===== config.mk =====
export PLATFORM = sky130hd
export DESIGN_NAME = dcache_line_wb_flat
export DESIGN_NICKNAME = d
export VERILOG_FILES = /design/src/rtl/dcache_line_wb_if.sv /design/src/rtl/dcache_line_wb.sv /design/src/flat_wrapper.sv
export SDC_FILE = /design/constraint.sdc
export NUM_CORES = 2
export LEC_CHECK = 0
export CAP_MARGIN = 10
export CORE_MARGIN = 2
export CORE_UTILIZATION = 55
export CTS_CLUSTER_DIAMETER = 50
export DETAILED_ROUTE_END_ITERATION = 8
export PLACE_DENSITY = 0.73
export SYNTH_ARGS = -nofsm -noshare
export SYNTH_HDL_FRONTEND = slang
export SYNTH_SLANG_ARGS = --single-unit

===== constraint.sdc =====
create_clock -name clk -period 5.4 [get_ports clk]
set_input_delay 1.08 -clock clk [delete_from_list [all_inputs] [get_ports clk]]
set_output_delay 1.08 -clock clk [all_outputs]
set_load 0.02 [all_outputs]

===== src/rtl/dcache_line_wb_if.sv =====
// Core-request and memory-burst signals for one write-back cache line.
// The slave modport is the cache line; the master modport is the arbiter/memory side.
interface dcache_line_wb_if #(
    parameter int unsigned ADDRBITS = 32,
    parameter int unsigned DATABITS = 32,
    parameter int unsigned TTLBITS  = 8
);
    localparam int unsigned WB = DATABITS / 8;

    logic [ADDRBITS-1:0] req_addr;
    logic                req_rd;
    logic                req_wr;
    logic [WB-1:0]       req_be;
    logic [DATABITS-1:0] req_wdata;
    logic [DATABITS-1:0] rsp_rdata;
    logic                rsp_valid;
    logic                miss;
    logic [TTLBITS-1:0]  ttl;
    logic                dirty;
    logic                busy;
    logic                fill_req;
    logic [ADDRBITS-1:0] mem_addr;
    logic                mem_rdreq;
    logic [15:0]         mem_burstlen;
    logic [DATABITS-1:0] mem_rdata;
    logic                mem_rvalid;
    logic                mem_wrreq;
    logic [DATABITS-1:0] mem_wdata;
    logic                mem_wready;

    modport slave (
        input  req_addr, req_rd, req_wr, req_be, req_wdata, fill_req,
               mem_burstlen, mem_rdata, mem_rvalid, mem_wready,
        output rsp_rdata, rsp_valid, miss, ttl, dirty, busy,
               mem_addr, mem_rdreq, mem_wrreq, mem_wdata
    );

    modport master (
        output req_addr, req_rd, req_wr, req_be, req_wdata, fill_req,
               mem_burstlen, mem_rdata, mem_rvalid, mem_wready,
        input  rsp_rdata, rsp_valid, miss, ttl, dirty, busy,
               mem_addr, mem_rdreq, mem_wrreq, mem_wdata
    );
endinterface


===== src/rtl/dcache_line_wb.sv =====
// Single write-back data-cache line: tag, data RAM, dirty/valid state and TTL ageing.
// Flushes the old line when dirty, then refills it from memory in bursts.
module dcache_line_wb #(
    parameter int unsigned ADDRBITS     = 32,
    parameter int unsigned DATABITS     = 32,
    parameter int unsigned LINEWORDS    = 32,
    parameter int unsigned LINEADDRBITS = 5,
    parameter int unsigned TTLBITS      = 8,
    parameter int unsigned MAXTTL       = 255
) (
    input  logic            clk,
    input  logic            reset_n,
    dcache_line_wb_if.slave bus
);
    localparam int unsigned WB      = DATABITS / 8;
    localparam int unsigned BOFS    = $clog2(WB);
    localparam int unsigned TAGBITS = ADDRBITS - LINEADDRBITS - BOFS;
    localparam int unsigned CNTW    = LINEADDRBITS + 1;
    localparam int unsigned BLXW    = 17;

    typedef enum logic [1:0] {
        S_INIT,
        S_VALID,
        S_FLUSH,
        S_FILL
    } state_t;

    state_t state;

    logic [DATABITS-1:0]     ram [LINEWORDS];
    logic [TAGBITS-1:0]      tag;
    logic [TAGBITS-1:0]      wb_tag;
    logic [CNTW-1:0]         cnt_wb;
    logic [CNTW-1:0]         cnt_fill;
    logic [CNTW-1:0]         burst_left;

    logic [DATABITS-1:0]     rsp_rdata_q;
    logic                    rsp_valid_q;
    logic                    miss_q;
    logic [TTLBITS-1:0]      ttl_q;
    logic                    dirty_q;
    logic                    busy_q;
    logic [ADDRBITS-1:0]     mem_addr_q;
    logic                    mem_rdreq_q;
    logic                    mem_wrreq_q;
    logic [DATABITS-1:0]     mem_wdata_q;

    logic [TAGBITS-1:0]      req_tag;
    logic [LINEADDRBITS-1:0] req_idx;
    logic [LINEADDRBITS-1:0] rd_idx;
    logic [DATABITS-1:0]     rd_word;
    logic [DATABITS-1:0]     merged;
    logic [CNTW-1:0]         cnt_wb_next;
    logic [CNTW-1:0]         cnt_fill_next;
    logic [CNTW-1:0]         burst_len;
    logic [BLXW-1:0]         len_req;
    logic [BLXW-1:0]         len_rem;
    logic                    any_req;
    logic                    tag_match;
    logic                    hit;
    logic                    hit_wr;
    logic                    fill_we;
    logic                    unused_lsbs;

    assign req_tag       = bus.req_addr[ADDRBITS-1:LINEADDRBITS+BOFS];
    assign req_idx       = bus.req_addr[LINEADDRBITS+BOFS-1:BOFS];
    assign unused_lsbs   = ^bus.req_addr[BOFS-1:0];
    assign any_req       = bus.req_rd | bus.req_wr;
    assign tag_match     = (req_tag == tag);
    assign hit           = (state == S_VALID) && any_req && tag_match;
    assign hit_wr        = hit && bus.req_wr;
    assign fill_we       = (state == S_FILL) && bus.mem_rvalid && (burst_left != '0);
    assign cnt_wb_next   = cnt_wb + CNTW'(1);
    assign cnt_fill_next = cnt_fill + CNTW'(1);

    // Single read port: flush streams words out, otherwise the request index is read.
    always_comb begin
        rd_idx = req_idx;
        if (state == S_FLUSH) begin
            rd_idx = mem_wrreq_q ? cnt_wb_next[LINEADDRBITS-1:0] : cnt_wb[LINEADDRBITS-1:0];
        end
    end

    assign rd_word = ram[rd_idx];

    always_comb begin
        merged = rd_word;
        for (int b = 0; b < WB; b++) begin
            if (bus.req_be[b]) merged[b*8 +: 8] = bus.req_wdata[b*8 +: 8];
        end
    end

    // Burst length: zero means one word, never past the end of the line.
    always_comb begin
        len_req   = (bus.mem_burstlen == 16'd0) ? BLXW'(1) : BLXW'(bus.mem_burstlen);
        len_rem   = BLXW'(LINEWORDS) - BLXW'(cnt_fill);
        burst_len = (len_req < len_rem) ? CNTW'(len_req) : CNTW'(len_rem);
    end

    always_ff @(posedge clk) begin
        if (hit_wr) begin
            ram[req_idx] <= merged;
        end else if (fill_we) begin
            ram[cnt_fill[LINEADDRBITS-1:0]] <= bus.mem_rdata;
        end
    end

    always_ff @(posedge clk or negedge reset_n) begin
        if (!reset_n) begin
            state       <= S_INIT;
            tag         <= '0;
            wb_tag      <= '0;
            cnt_wb      <= '0;
            cnt_fill    <= '0;
            burst_left  <= '0;
            rsp_rdata_q <= '0;
            rsp_valid_q <= 1'b0;
            miss_q      <= 1'b1;
            ttl_q       <= '0;
            dirty_q     <= 1'b0;
            busy_q      <= 1'b0;
            mem_addr_q  <= '0;
            mem_rdreq_q <= 1'b0;
            mem_wrreq_q <= 1'b0;
            mem_wdata_q <= '0;
        end else begin
            mem_rdreq_q <= 1'b0;
            rsp_valid_q <= hit;
            miss_q      <= (state != S_VALID) || (any_req && !tag_match);
            if (hit) rsp_rdata_q <= rd_word;

            case (state)
                S_INIT: begin
                    if (bus.fill_req) begin
                        tag        <= req_tag;
                        cnt_fill   <= '0;
                        burst_left <= '0;
                        busy_q     <= 1'b1;
                        state      <= S_FILL;
                    end
                end

                S_VALID: begin
                    if (any_req && !tag_match && ttl_q != '0) ttl_q <= ttl_q - TTLBITS'(1);
                    if (hit_wr) dirty_q <= 1'b1;
                    // The hit above completes first; a same-cycle write forces a flush.
                    if (bus.fill_req) begin
                        wb_tag     <= tag;
                        tag        <= req_tag;
                        cnt_wb     <= '0;
                        cnt_fill   <= '0;
                        burst_left <= '0;
                        busy_q     <= 1'b1;
                        state      <= (dirty_q || hit_wr) ? S_FLUSH : S_FILL;
                    end
                end

                S_FLUSH: begin
                    if (!mem_wrreq_q) begin
                        mem_wrreq_q <= 1'b1;
                        mem_addr_q  <= {wb_tag, cnt_wb[LINEADDRBITS-1:0], {BOFS{1'b0}}};
                        mem_wdata_q <= rd_word;
                    end else if (bus.mem_wready) begin
                        cnt_wb <= cnt_wb_next;
                        if (cnt_wb_next == CNTW'(LINEWORDS)) begin
                            mem_wrreq_q <= 1'b0;
                            state       <= S_FILL;
                        end else begin
                            mem_addr_q  <= {wb_tag, cnt_wb_next[LINEADDRBITS-1:0], {BOFS{1'b0}}};
                            mem_wdata_q <= rd_word;
                        end
                    end
                end

                S_FILL: begin
                    if (burst_left == '0) begin
                        mem_rdreq_q <= 1'b1;
                        mem_addr_q  <= {tag, cnt_fill[LINEADDRBITS-1:0], {BOFS{1'b0}}};
                        burst_left  <= burst_len;
                    end else if (bus.mem_rvalid) begin
                        cnt_fill   <= cnt_fill_next;
                        burst_left <= burst_left - CNTW'(1);
                        if (cnt_fill_next == CNTW'(LINEWORDS)) begin
                            ttl_q   <= TTLBITS'(MAXTTL);
                            dirty_q <= 1'b0;
                            busy_q  <= 1'b0;
                            state   <= S_VALID;
                        end
                    end
                end

                default: state <= S_INIT;
            endcase
        end
    end

    assign bus.rsp_rdata = rsp_rdata_q;
    assign bus.rsp_valid = rsp_valid_q;
    assign bus.miss      = miss_q;
    assign bus.ttl       = ttl_q;
    assign bus.dirty     = dirty_q;
    assign bus.busy      = busy_q;
    assign bus.mem_addr  = mem_addr_q;
    assign bus.mem_rdreq = mem_rdreq_q;
    assign bus.mem_wrreq = mem_wrreq_q;
    assign bus.mem_wdata = mem_wdata_q;
endmodule


===== src/flat_wrapper.sv =====
// flat-port wrapper written by rule: the top's interface ports become plain ports
module dcache_line_wb_flat 
#(
    parameter int unsigned ADDRBITS     = 32,
    parameter int unsigned DATABITS     = 32,
    parameter int unsigned LINEWORDS    = 32,
    parameter int unsigned LINEADDRBITS = 5,
    parameter int unsigned TTLBITS      = 8,
    parameter int unsigned MAXTTL       = 255
)
  (clk, reset_n, bus_req_addr, bus_req_rd, bus_req_wr, bus_req_be, bus_req_wdata, bus_fill_req, bus_mem_burstlen, bus_mem_rdata, bus_mem_rvalid, bus_mem_wready, bus_rsp_rdata, bus_rsp_valid, bus_miss, bus_ttl, bus_dirty, bus_busy, bus_mem_addr, bus_mem_rdreq, bus_mem_wrreq, bus_mem_wdata);
  dcache_line_wb_if #(.ADDRBITS(ADDRBITS), .DATABITS(DATABITS), .TTLBITS(TTLBITS)) bus_i ();
  input  logic clk;
  input  logic reset_n;
  input wire logic [$bits(bus_i.req_addr)-1:0] bus_req_addr;
  input wire logic [$bits(bus_i.req_rd)-1:0] bus_req_rd;
  input wire logic [$bits(bus_i.req_wr)-1:0] bus_req_wr;
  input wire logic [$bits(bus_i.req_be)-1:0] bus_req_be;
  input wire logic [$bits(bus_i.req_wdata)-1:0] bus_req_wdata;
  input wire logic [$bits(bus_i.fill_req)-1:0] bus_fill_req;
  input wire logic [$bits(bus_i.mem_burstlen)-1:0] bus_mem_burstlen;
  input wire logic [$bits(bus_i.mem_rdata)-1:0] bus_mem_rdata;
  input wire logic [$bits(bus_i.mem_rvalid)-1:0] bus_mem_rvalid;
  input wire logic [$bits(bus_i.mem_wready)-1:0] bus_mem_wready;
  output wire logic [$bits(bus_i.rsp_rdata)-1:0] bus_rsp_rdata;
  output wire logic [$bits(bus_i.rsp_valid)-1:0] bus_rsp_valid;
  output wire logic [$bits(bus_i.miss)-1:0] bus_miss;
  output wire logic [$bits(bus_i.ttl)-1:0] bus_ttl;
  output wire logic [$bits(bus_i.dirty)-1:0] bus_dirty;
  output wire logic [$bits(bus_i.busy)-1:0] bus_busy;
  output wire logic [$bits(bus_i.mem_addr)-1:0] bus_mem_addr;
  output wire logic [$bits(bus_i.mem_rdreq)-1:0] bus_mem_rdreq;
  output wire logic [$bits(bus_i.mem_wrreq)-1:0] bus_mem_wrreq;
  output wire logic [$bits(bus_i.mem_wdata)-1:0] bus_mem_wdata;
  assign bus_i.req_addr = bus_req_addr;
  assign bus_i.req_rd = bus_req_rd;
  assign bus_i.req_wr = bus_req_wr;
  assign bus_i.req_be = bus_req_be;
  assign bus_i.req_wdata = bus_req_wdata;
  assign bus_i.fill_req = bus_fill_req;
  assign bus_i.mem_burstlen = bus_mem_burstlen;
  assign bus_i.mem_rdata = bus_mem_rdata;
  assign bus_i.mem_rvalid = bus_mem_rvalid;
  assign bus_i.mem_wready = bus_mem_wready;
  assign bus_rsp_rdata = bus_i.rsp_rdata;
  assign bus_rsp_valid = bus_i.rsp_valid;
  assign bus_miss = bus_i.miss;
  assign bus_ttl = bus_i.ttl;
  assign bus_dirty = bus_i.dirty;
  assign bus_busy = bus_i.busy;
  assign bus_mem_addr = bus_i.mem_addr;
  assign bus_mem_rdreq = bus_i.mem_rdreq;
  assign bus_mem_wrreq = bus_i.mem_wrreq;
  assign bus_mem_wdata = bus_i.mem_wdata;
  dcache_line_wb #(.ADDRBITS(ADDRBITS), .DATABITS(DATABITS), .LINEWORDS(LINEWORDS), .LINEADDRBITS(LINEADDRBITS), .TTLBITS(TTLBITS), .MAXTTL(MAXTTL)) u_core (.clk(clk), .reset_n(reset_n), .bus(bus_i));
endmodule

# After elaboration in Yosys (flattened, before gate mapping)
# Memories as Yosys holds them, arrays and structs flattened.
# Cells that the tools add are included.
dict set report classes {
  n_addsub 5
  n_lt_le_gt_ge 1
  eq_ne 24
  mux 61
  bitwise_logic 1
  n_reduce_logical 32
}
# operator count
set op_table {}
lappend op_table {{$mux 32} 8}
lappend op_table {{$mux 8} 8}
lappend op_table {{$pmux 32 s2} 1}
lappend op_table {{$mux 6} 8}
lappend op_table {{$pmux 6 s2} 3}
lappend op_table {{$reduce_or 32->1} 1}
lappend op_table {{$eq 25x25->1} 1}
lappend op_table {{$ne 2x2->1 const B} 11}
lappend op_table {{$lt 17x17->1} 1}
lappend op_table {{$mux 1} 17}
lappend op_table {{$logic_not 16->1} 1}
lappend op_table {{$mux 16} 1}
lappend op_table {{$mux 2} 8}
lappend op_table {{$pmux 8 s2} 1}
lappend op_table {{$mux 5} 3}
lappend op_table {{$reduce_and 5->1} 3}
lappend op_table {{$add 6x1->6 const B} 2}
lappend op_table {{$eq 6x6->1 const B} 2}
lappend op_table {{$reduce_and 4->1} 3}
lappend op_table {{$ne 3x3->1 const B} 3}
lappend op_table {{$ne 2x1->1 const B} 4}
lappend op_table {{$pmux 2 s4} 1}
lappend op_table {{$reduce_and 8->1} 1}
lappend op_table {{$reduce_bool 2->1} 4}
lappend op_table {{17 further kinds} 28}
dict set report totals {
  regBits 180
  ram_bits 1024
  in_bits 123
  elab_cells 141
  memories 1
}
# name depth word_bits rd rd_clocked_by_memory_dff write_ports line
set mem_list {}
lappend mem_list {u_core.ram 32 32 1 0 1 dcache_line_wb.sv:30} ;# logic [DATABITS-1:0] ram [LINEWORDS];

# Longest topological paths before layout
dict set report logic_depth {
  ltp_word 8
  mapped_depth 13
}

# Worst setup path after synthesis
# OpenSTA, ideal clock, no wires.
dict set report synth_path {
  path_kind {input -> register}
  startpoint {in bus_req_addr[30]}
  endpoint {mem u_core.ram[0][0] (enable)}
  arrival_time_ns 4.258
  t_required_ns 4.979
  path_slack_ns 0.721
  cell_stages 8
  path_buffers 1
  path_cell_list {xnor2_1 -> nand4_1 -> or4b_1 -> or4_1 -> buf_2 -> o32ai_4 -> nand2_2 -> nor2_1}
}
dict set report synth_via {
  elab_chain_len 7
  word_cells_on_any_way 10
  cone_classes {eq/ne: 1; mux: 6; reduce/logical: 3}
}
# element line
set synth_rtl {}
lappend synth_rtl {{from (decl)} flat_wrapper.sv:15} ;# input wire logic [$bits(bus_i.req_addr)-1:0] bus_req_addr;
lappend synth_rtl {{$eq 25x25->1 *} dcache_line_wb.sv:69} ;# assign tag_match = (req_tag == tag);
lappend synth_rtl {{$logic_and 1x1->1 *} dcache_line_wb.sv:70} ;# assign hit = (state == S_VALID) && any_req && tag_match;
lappend synth_rtl {{$logic_and 1x1->1 *} dcache_line_wb.sv:71} ;# assign hit_wr = hit && bus.req_wr;
lappend synth_rtl {{$mux 1} dcache_line_wb.sv:101} ;# if (hit_wr) begin
lappend synth_rtl {{$mux 1 (implied by the code)} dcache_line_wb.sv:104} ;# ram[cnt_fill[LINEADDRBITS-1:0]] <= bus.mem_rdata;
lappend synth_rtl {{$reduce_or 32->1 (no source line)} -}
lappend synth_rtl {{$mux 5 (no source line) or $mux 1 (tied branches)} -}
lappend synth_rtl {{to (decl)} dcache_line_wb.sv:30}
# Every way passes the cells marked *; elsewhere a longest branch is shown, timed or not.

# Worst setup path in the final report
dict set report layout_path {
  startpoint {reg u_core.cnt_wb[0]}
  endpoint {mem u_core.ram[12][14] (data pin)}
}
dict set report layout_via {
  elab_chain_len 6
}
# element line
set layout_rtl {}
lappend layout_rtl {{from (decl)} dcache_line_wb.sv:33} ;# logic [CNTW-1:0] cnt_wb;
lappend layout_rtl {{from (signal assigned)} dcache_line_wb.sv:164} ;# cnt_wb <= cnt_wb_next;
lappend layout_rtl {{$add 6x1->6} dcache_line_wb.sv:73} ;# assign cnt_wb_next = cnt_wb + CNTW'(1);
lappend layout_rtl {{$mux 5 *} dcache_line_wb.sv:80} ;# rd_idx = mem_wrreq_q ? cnt_wb_next[LINEADDRBITS-1:0] : cnt_wb[LINEADDRBITS-1:0];
lappend layout_rtl {{$mux 5 *} dcache_line_wb.sv:79} ;# if (state == S_FLUSH) begin
lappend layout_rtl {{$mem_v2 32x32 *} -}
lappend layout_rtl {{$mux 8 *} dcache_line_wb.sv:89} ;# if (bus.req_be[b]) merged[b*8 +: 8] = bus.req_wdata[b*8 +: 8];
lappend layout_rtl {{$mux 32 (no source line) *} -}
# Marked as above.

==> flow_metrics.tcl <==
set metrics [dict create \
    hold_viol 0 \
    totalNegativeSetupSlack_ns 0 \
    vias 39350 \
    crit_type "reg2reg" \
    wl_per_cell_microns 27.94 \
    pwr-share-clk_pct 27.8 \
    row_count 114 \
    synth.distinct_cells 78 \
    clk_path_buf_depth 3 \
    syn_to_final_growth_pct 17.01 \
    first_global_vias 37350 \
    seqPwrFrac_pct 40.0 \
    syn_inst 4266 \
    hold_class "in2async" \
    slowest_stage "mux2_4" \
    synthFlopType "edfxtp_1" \
    max-vdd-ir-drop_mv 0.4576 \
    place_ws_ns 0.2546 \
    clockRootBuffer "clkbuf_16" \
    avgSynthCellArea_sq_um 12.57 \
    rr_startpoint "u_core.cnt_wb[0]$_DFFE_PN0P_" \
    critPathTopFamily "multiplexers" \
    worst_pin_slew_ns 1.148 \
    fin_ws_ns 0.7587 \
    cts_tree "built" \
    status "completed" \
    start_util_pct 55.46 \
    setup_viol 0 \
    fill_cells 6847 \
    max_freq_mhz 215.5 \
    die_h_microns 316.3 \
    drc_errors 0 \
    place_hpwl_mm 95.05 \
    maxCapViolCount 0 \
    combPwrFrac_pct 32.2 \
    grt_start_max_net_pins 207 \
    h-tree-depth 3 \
    cpPeakStageDelay_ns 0.81 \
    clk-insertion-delay-late_ns 0.74 \
    grt_overflow 0 \
    required_ns 5.83 \
    crit_buf_inv 2 \
    postCtsHoldBufs 0 \
    num-nets-final 4567 \
    synthesis.area_sq_mm 0.05364 \
    dieArea_sq_mm 0.1000 \
    first_pass_iters 8 \
    drv_slew 0 \
    startpoint_type "register" \
    die_w_microns 316.3 \
    slew_headroom_pct 23.44 \
    synthArstFlopShare_pct 14.81 \
    grt_pass1_wl_mm 238.4 \
    avgViaCountPerCell 6.783 \
    p_sw_share_pct 35.27 \
    drtAntennaViolNets 0 \
    cts.sinks 1202 \
    p_per_area_mw_per_mm2 469.8 \
    p_switching_mw 10.40 \
    crit_fanout 43 \
    gp_congestion 0.8726 \
    synth_warnings 0 \
    synth-edff-count 1024 \
    p_total_mw 29.48 \
    cp-startpoint "u_core.cnt_wb[0]$_DFFE_PN0P_" \
    portBuffers 228 \
    seq_area_frac_synth_pct 65.64 \
    p_int_mw 19.09 \
    worstPathCellList "ha_1 > mux2i_1 > mux2_4 > buf_4 > a31oi_1 > o211ai_1 > o31ai_1 > nor4_1 > a21oi_2 > buf_4" \
    grt_setup_unrepaired "no" \
    min_period_ns 4.641 \
    period_share_pct 85.95 \
    wl_mm 162.1 \
    drive_gt1_share_pct 12.74 \
    cts_resized 0 \
    first_iter_violations 5315 \
    postCtsSetupBuffers 0 \
    clk_pin_slew_worst_paths_ns 0.06 \
    ios 233 \
    core-area_sq_mm 0.09671 \
    skew_ns 0.02580 \
    numCtsBuffers 121 \
    grt_use_total_pct 31.95 \
    crit_path_frequent_cell "buf_4" \
    cp.arrival_ns 5.07 \
    critPathCaptureType "register" \
    antenna_found_initial 2 \
    ys_seq_elements 1202 \
    p_leak_nw 21.22 \
]
[power groups by stage]
stage / clock, mW / combinational, mW / sequential (mW)
floorplan: 0 / 4.87 / 12.2
global placement: 0 / 9.06 / 11.9
detailed placement: 0 / 9.23 / 12.0
CTS: 8.24 / 9.26 / 11.8
global route: 8.64 / 10.1 / 11.8
finish: 8.21 / 9.50 / 11.8
[layout make-up]
type / count / area [sq um] / area share, %
diodes: 3 / 7.507 / 0.01196
clock buffers: 159 / 3281 / 5.227
clock inverters: 64 / 590.6 / 0.9410
inverters: 28 / 105.1 / 0.1675
multi-input cells: 2618 / 17240 / 27.47
flip-flops and latches: 1202 / 35210 / 56.10
well taps: 1276 / 1597 / 2.544
repair buffers: 451 / 4732 / 7.540
[sequential cells by signal (all words and copies together), names as in the netlist, 2 cells and up]
register              flops
u_core.bus.rsp_rdata     32
u_core.bus.ttl            8
u_core.state              2
u_core.ram             1024
u_core.tag               25
u_core.burst_left         6
u_core.wb_tag            25
u_core.cnt_wb             6
u_core.bus.mem_wdata     32
u_core.cnt_fill           6
u_core.bus.mem_addr      30
[final timing paths]
check	slack, ns	depth (start not counted)	to
max in group asynchronous	3.92	2	u_core.bus.mem_wdata[8]$_DFFE_PN0P_
worst min register to register	0.48	2	u_core.bus.busy$_DFFE_PN0P_
worst max-delay path	0.76	10	u_core.ram[12][14]$_DFFE_PP_
worst min-delay path	0.36	1	u_core.bus.mem_addr[29]$_DFFE_PN0P_
min in group clk	0.48	2	u_core.bus.busy$_DFFE_PN0P_
worst max register to register	0.76	10	u_core.ram[12][14]$_DFFE_PP_
[per-layer routing]
layer  share of wire, %  vias up  global-route usage [%]
met5             0.0074        -                       0
met4                3.7        2                   12.44
met3                 12      364                   8.332
met2                 46     2487                   49.68
met1                 38    19470                   43.36
li1                   -    17020                       -
[metrics by stage]
stage | util [%] | hold WS (ns) | cell area [sq um] | std cells
2_1_floorplan | - | 0.4787 | 53640 | 4267
3_3_place_gp | 60.79 | 0.4619 | 58790 | 5569
3_5_place_dp | 60.79 | 0.4644 | 58790 | 5569
4_1_cts | 64.79 | 0.3756 | 62660 | 5792
5_1_grt | 64.89 | 0.4163 | 62750 | 5798
6_report | 64.90 | 0.3608 | 62760 | 5801
[synth_stat cells, drive strengths merged, types with 69 or more instances]
cell type     n  area, sq um
a211oi      316         2382
a21oi        88        440.4
a31oi       135        844.6
and2        130        814.5
and3        322         2014
buf          75        370.4
clkbuf      344         1291
dfrtp       177         4429
edfxtp     1024        30750
nand2       189        721.9
nand3        79        400.4
nand4       135        844.6
nor2        103        386.6
nor2b       130        813.3
nor4        103        644.4
o211ai      198         1486
o21ai       326         1635
o31ai        69        523.0
[cells by family after synthesis]
logic type               count (synthesis)  synth area share (%)
AND/OR/NAND/NOR                       1267                 13.43
AO/OA/AOI/OAI                         1229                 15.30
flip-flops                            1202                 65.64
buffers and inverters                  447                 3.294
multiplexers                            61                 1.208
XOR/XNOR                                37                0.6042
adder cells (fa/ha/maj)                 22                0.5132
other                                    1              0.006992
[placed cells by master, fill, tap and decap left out, drive strengths merged, types with 30 or more instances in the layout]
cell / count
edfxtp: 1024
o21ai: 326
and3: 322
a211oi: 316
clkdlybuf4s50: 226
buf: 224
o211ai: 198
nand2: 189
dfrtp: 177
clkbuf: 160
nand4: 135
a31oi: 135
and2: 130
nor2b: 130
nor4: 103
nor2: 103
a21oi: 88
nand3: 79
o31ai: 69
a31o: 62
clkinv: 40
nand3b: 37
inv: 36
mux2i: 31
mux2: 30
Power figures use the tool's default switching activity.
